===== config.mk =====
export PLATFORM = sky130hd
export DESIGN_NAME = sim_run_sequencer
export DESIGN_NICKNAME = d
export VERILOG_FILES = /design/src/rtl/sim_run_sequencer.sv
export SDC_FILE = /design/constraint.sdc
export NUM_CORES = 1
export LEC_CHECK = 0
export ABC_AREA = 1
export CAP_MARGIN = 20
export CORE_MARGIN = 1
export CORE_UTILIZATION = 33
export DETAILED_ROUTE_END_ITERATION = 6
export SYNTH_ARGS = -nofsm -noshare
export SYNTH_HDL_FRONTEND = slang
export SYNTH_SLANG_ARGS = --single-unit

===== constraint.sdc =====
create_clock -name clk -period 2.5 [get_ports clk]
set_input_delay 0.25 -clock clk [delete_from_list [all_inputs] [get_ports clk]]
set_output_delay 0.25 -clock clk [all_outputs]
set_load 0.02 [all_outputs]

===== src/rtl/sim_run_sequencer.sv =====
// sim_run_sequencer: reset stretch, run, drain and finish sequencing for a simulated DUT with watchdog
module sim_run_sequencer #(
  parameter int RST_CYCLES     = 4,
  parameter int DRAIN_CYCLES   = 16,
  parameter int NUM_RUNS       = 1,
  parameter int TIMEOUT_CYCLES = 10000000,
  parameter int CW             = 32
) (
  input  logic          clk,
  input  logic          rst_n,
  input  logic          core_done,
  output logic          core_reset,
  output logic          core_run,
  output logic          sim_finish,
  output logic          sim_timeout,
  output logic          busy,
  output logic [7:0]    run_index,
  output logic [CW-1:0] cycle_count,
  output logic [2:0]    state
);
  typedef enum logic [2:0] {HOLD = 3'd0, RUN = 3'd1, DRAIN = 3'd2, DONE = 3'd3, TMO = 3'd4} state_e;
  localparam int HW = $clog2(RST_CYCLES + 2);
  localparam int DW = $clog2(DRAIN_CYCLES + 2);
  localparam logic [HW-1:0] HOLD_LOAD = HW'(RST_CYCLES - 1);
  localparam logic [DW-1:0] DRAIN_LOAD = DW'(DRAIN_CYCLES);
  localparam logic [CW-1:0] TMO_LAST = CW'(TIMEOUT_CYCLES - 1);
  localparam logic [7:0] LAST_RUN = 8'(NUM_RUNS - 1);
  state_e state_q;
  logic [HW-1:0] hold_q;
  logic [DW-1:0] drain_q;
  logic [CW-1:0] cyc_q;
  logic [7:0] idx_q;
  logic rst_q, run_q, fin_q, tmo_q, busy_q;
  logic wd_hit;
  // watchdog fires on the RUN edge where the count already reached its last value; done takes priority
  assign wd_hit = (TIMEOUT_CYCLES != 0) && (cyc_q == TMO_LAST) && !core_done;
  // sequencer: all outputs are registered and move with the state
  always_ff @(posedge clk or negedge rst_n) begin
    if (!rst_n) begin
      state_q <= HOLD;
      hold_q  <= HOLD_LOAD;
      drain_q <= '0;
      cyc_q   <= '0;
      idx_q   <= '0;
      rst_q   <= 1'b1;
      run_q   <= 1'b0;
      fin_q   <= 1'b0;
      tmo_q   <= 1'b0;
      busy_q  <= 1'b1;
    end else begin
      case (state_q)
        HOLD:
          if (hold_q == '0) begin
            state_q <= RUN;
            rst_q   <= 1'b0;
            run_q   <= 1'b1;
          end else hold_q <= hold_q - 1'b1;
        RUN: begin
          if (!wd_hit && cyc_q != '1) cyc_q <= cyc_q + 1'b1;
          if (core_done) begin
            state_q <= DRAIN;
            drain_q <= DRAIN_LOAD;
          end else if (wd_hit) begin
            state_q <= TMO;
            rst_q   <= 1'b1;
            run_q   <= 1'b0;
            fin_q   <= 1'b1;
            tmo_q   <= 1'b1;
            busy_q  <= 1'b0;
          end
        end
        DRAIN:
          if (drain_q != '0) drain_q <= drain_q - 1'b1;
          else if (idx_q == LAST_RUN) begin
            state_q <= DONE;
            rst_q   <= 1'b1;
            run_q   <= 1'b0;
            fin_q   <= 1'b1;
            busy_q  <= 1'b0;
          end else begin
            state_q <= HOLD;
            hold_q  <= HOLD_LOAD;
            idx_q   <= idx_q + 1'b1;
            cyc_q   <= '0;
            rst_q   <= 1'b1;
            run_q   <= 1'b0;
          end
        default: ;
      endcase
    end
  end
  assign state       = state_q;
  assign core_reset  = rst_q;
  assign core_run    = run_q;
  assign sim_finish  = fin_q;
  assign sim_timeout = tmo_q;
  assign busy        = busy_q;
  assign run_index   = idx_q;
  assign cycle_count = cyc_q;
endmodule


* Yosys cells after proc, flatten, opt, wreduce, memory -nomap -nowiden *
Index checks and enable logic that the tools add are counted.

cells by class
  add/subtract/negate cells = 4
  equal/unequal tests = 15
  multiplexer cells = 33
  bitwise logic cells = 3
  reductions and logical operators = 19

operator list
  kind                                                                 number
  32-bit two-way mux                                                   3
  32-bit one-hot mux with 2 select lines                               1
  32-bit by 1-bit adder with 32-bit output (second input constant)     1
  32-bit by 24-bit == test with 1-bit output (second input constant)   1
  32-bit inequality test (second input constant)                       1
  3-bit two-way mux                                                    7
  2-bit inequality test (second input constant)                        10
  1-bit two-way mux                                                    12
  4-bit AND reduction                                                  3
  5-bit two-way mux                                                    2
  5-bit one-hot mux with 2 select lines                                1
  5-bit AND reduction                                                  2
  3-bit one-hot mux with 3 select lines                                1
  3-bit AND reduction                                                  3
  8-bit by 1-bit adder with 8-bit output (second input constant)       1
  8-bit logical NOT                                                    1
  3-bit logical NOT                                                    2
  1-bit one-hot mux with 3 select lines                                2
  3-bit one-hot mux with 2 select lines                                1
  5-bit nonzero test                                                   1
  5-bit by 1-bit subtractor with 5-bit output (second input constant)  1
  1-bit one-hot mux with 2 select lines                                2
  2-bit nonzero test                                                   2
  3-bit by 1-bit == test with 1-bit output (second input constant)     1
  8 further kinds                                                      12

word-level totals
  register bits = 56
  input bits = 3
  output and inout bits = 48
  word-level logic and storage cells = 84

* Longest topological paths before layout *
  depth in word-level cells = 6
  depth in mapped cells = 11
  depth with buffers taken out = 11

* Worst setup path after synthesis *
OpenSTA, ideal clock, no wires.

  path type = reg-to-reg
  from = reg cyc_q[0] (netlist: cycle_count[0])
  to = reg cyc_q[7] (netlist: cycle_count[7])
  arrival = 1.728 ns
  setup slack = 0.655 ns
  cell stages (with the launch flop) = 12
  path through = dfrtp_1 > ha_1 > nand2_2 > nor2_4 > nand2_2 > nor2_4 > nand3b_4 > nand3_4 > nand2_4 > buf_6 > nand2_1 > nand2_1

on the way
  word-level cells in the longest chain between the ends = 6
  elaborated cells on any way between the ends = 10
  classes of those cells = add/sub: 1; eq/ne: 3; mux: 2; reduce/logical: 4

RTL lines
  item                                                                                              line  RTL
  from (decl)                                                                                       31    logic [CW-1:0] cyc_q;
  from (signal assigned)                                                                            59    if (!wd_hit && cyc_q != '1) cyc_q <= cyc_q + 1'b1;
  parallel branches: the longest is 6 deep, another holds 32-bit by 1-bit adder with 32-bit output  -

Several ways; the timed one is not identified. The select of a mux whose other input is x is not followed.
A chain may end at the register's enable or synchronous reset.

* Worst setup path after layout *
  from = reg cyc_q[0] (netlist: cycle_count[0])
  to = reg cyc_q[11] (netlist: cycle_count[11])

The elaborated chain is that of the path after synthesis.

==> out/metrics.cfg <==
[run_status]
outcome=finished, final reports clean

[min_path]
whs_path_depth=2
hp-class=reg2reg

[placed_design]
place_inst=745
gp_congestion=0.931
numPortBuffers=50
pre_cts_ws_ps=261
dp.final_hpwl_mm=7.24
dpl_cell_area_mm2=0.00437

[timing]
rsz0062_at_grt=no
finalHoldViolations=0
post-route-min-period_ps=2250
max_freq_mhz=444
hold_ws_ps=467
finalCritPeriodShare=0.901
tns_ps=0
max_slew_margin=0.551
finalSetupViolations=0
slew_viol_final=0
fin_ws_ps=248
tightest_slew_ps=673
skew_ps=9.14

[floorplanning]
fp.dieH_um=109
num_io_pins=51
fp.dieArea_mm2=0.0118
start_util=0.342
rows=38
coreArea_mm2=0.0109
die-width_um=109

[worst_setup_path]
reg2reg_from=cycle_count[0]
reg2reg_depth=10
crit_type=reg2reg
rrSetupSlack_ps=250
worst-endpoint-arrival_ps=2440
start_kind=flop
endpoint_kind=flop
path_max_fanout=32
crit_start=cycle_count[0]
critPathSlowestCell=dfrtp_1
path_cells=ha_1 > nand2_2 > nor2_4 > nand2_2 > nor2_4 > nand3b_4 > nand3_4 > nand2_4 > nand2_1 > nand2_1
slowest_delay_ps=470
worst-endpoint-required_ps=2690
reg2reg_to=cycle_count[11]
cp-endpoint=cycle_count[11]

[drt]
wl_per_cell_um=12.5
avgViaCountPerCell=4.68
drtIter0Drc=190
drtAntennaViolNets=0
firstDrtPassIters=4
vias=3527
drc=0
wl_mm=9.43

[cts]
clock-sinks=56
clkLatencyLatePin_ps=300
clock_path_buffers=2
cts_buffers=5
cts_root_buffer=clkbuf_16
htree_levels=2
cts_resized=0
cts_tree=done
clk_pin_slew_ps=70

[logic_synthesis]
synth_edf_count=0
synth_top_area_frac=0.347
yosys_most_used_dff=dfrtp_1
synth.cells.most_frequent=217 x nand2_1, 91 x nor2_1, 54 x nand3_1, 52 x dfrtp_1, 51 x inv_1
avgSynthCellArea_um2=6.64
async_flop_share=1.00
ys_seq_area_frac=0.376
synth_top_area_cell=dfrtp_1
synth_cells=564
synth.most_common_cell=nand2_1
yosys.cell_types.count=38
synth_area_leaders=dfrtp_1 35%, nand2_1 22%, nor2_1 9.1%
syn_nets=574
ys_warn_count=0
synthesis.area_mm2=0.00374
ys_seq_elements=56

[flow_run]
max_cap_violations=0

[global_route]
grtUsageTotal=0.172
grt_max_degree=34
grt_pass1_vias=3248
overflow=0
grt_pass1_wl_mm=15.8
antenna_found_initial=0

[power]
worst_ir_drop_vdd_uv=218
swShare=0.201
p_seq_frac=0.512
p_leak_uw=0.00205
p_per_area_mw_per_mm2=388
combinationalPowerShare=0.015
power.switching_uw=355
power_frac_clock=0.474
intPower_uw=1410

[cells_and_area]
final_area_mm2=0.00456
antenna_cells=0
drive_gt1_frac=0.0619
fin_cells=754
nets=623
area_growth_pct=21.7

==> sequential cells by signal (all words and copies together) (netlist names) <==
signal and count:
core_reset 1, drain_q 5, run_index 8, state 3, busy 1, sim_finish 1
sim_timeout 1, hold_q 3, core_run 1, cycle_count 32
==> repair_timing <==
action	4_1_cts	5_1_grt
buffers inserted	0	0
hold endpoints to repair	9	0
hold buffers	1	0
==> per-stage QoR <==
step            util  power [uW]
2_1_floorplan      -         924
3_3_place_gp   0.400         949
3_5_place_dp   0.400         950
4_1_cts        0.417        1800
5_1_grt        0.417        1830
6_report       0.417        1770
==> layout make-up <==
type	instances	area [um2]
well taps	140	175
inverters	55	206
clock inverters	2	38.8
multi-input cells	441	2050
repair buffers	54	541
flip-flops and latches	56	1410
clock buffers	6	139
fillers	1188	6380
==> layout by cell type (no fill, tap or decap), types with 4 or more instances in the layout <==
cell / n
inv_2: 4
nor3_1: 5
xnor2_1: 4
clkdlybuf4s50_1: 49
dfstp_2: 4
a21oi_1: 7
clkbuf_16: 5
dfrtp_1: 52
o21ai_0: 12
ha_1: 7
inv_1: 51
nand3_1: 54
xor2_1: 13
nand2_1: 217
nor2_1: 91
==> layer usage <==
| metal | routed length, um | GRT usage | vias up |
|---|---|---|---|
| met4 | 106 | 0.0454 | 0 |
| met2 | 4180 | 0.277 | 72 |
| met5 | 0 | 0 | - |
| li1 | - | - | 1850 |
| met3 | 392 | 0.0283 | 9 |
| met1 | 4750 | 0.238 | 1596 |
==> cell families (layout without fill, tap and decap cells) <==
logic type	Yosys count	in the layout	synth area share
DFF	56	56	0.376
adders and majority gates	7	7	0.0234
xor gates and xnor gates	17	17	0.0398
muxes	1	1	0.00301
AOI/OAI and AO/OA	28	28	0.0428
buffers and inverters	67	117	0.0768
and+or+nand+nor	388	388	0.439
==> power by group through the flow <==
stage                     Clock [uW]  Sequential (uW)  Combinational (uW)
after global routing             894              905                30.4
after global placement             0              923                26.0
after detailed placement           0              923                26.7
after floorplan                    0              923               0.710
after CTS                        868              905                27.8
final                            838              905                26.1
==> worst max-delay path: cells and delay by family, from the launching register on <==
kind	cells	cell delay, ps
flops	1	470
simple gates	9	1400
fa+ha+maj	1	260
==> how the worst min path moves through the flow <==
stage                           start      endpoint
final                     sim_timeout   sim_timeout
after global placement          rst_n  run_index[5]
after detailed placement        rst_n  run_index[5]
after floorplan                 rst_n      core_run
after global routing       sim_finish    sim_finish
after CTS                 sim_timeout   sim_timeout
Power figures use the tool's default switching activity.
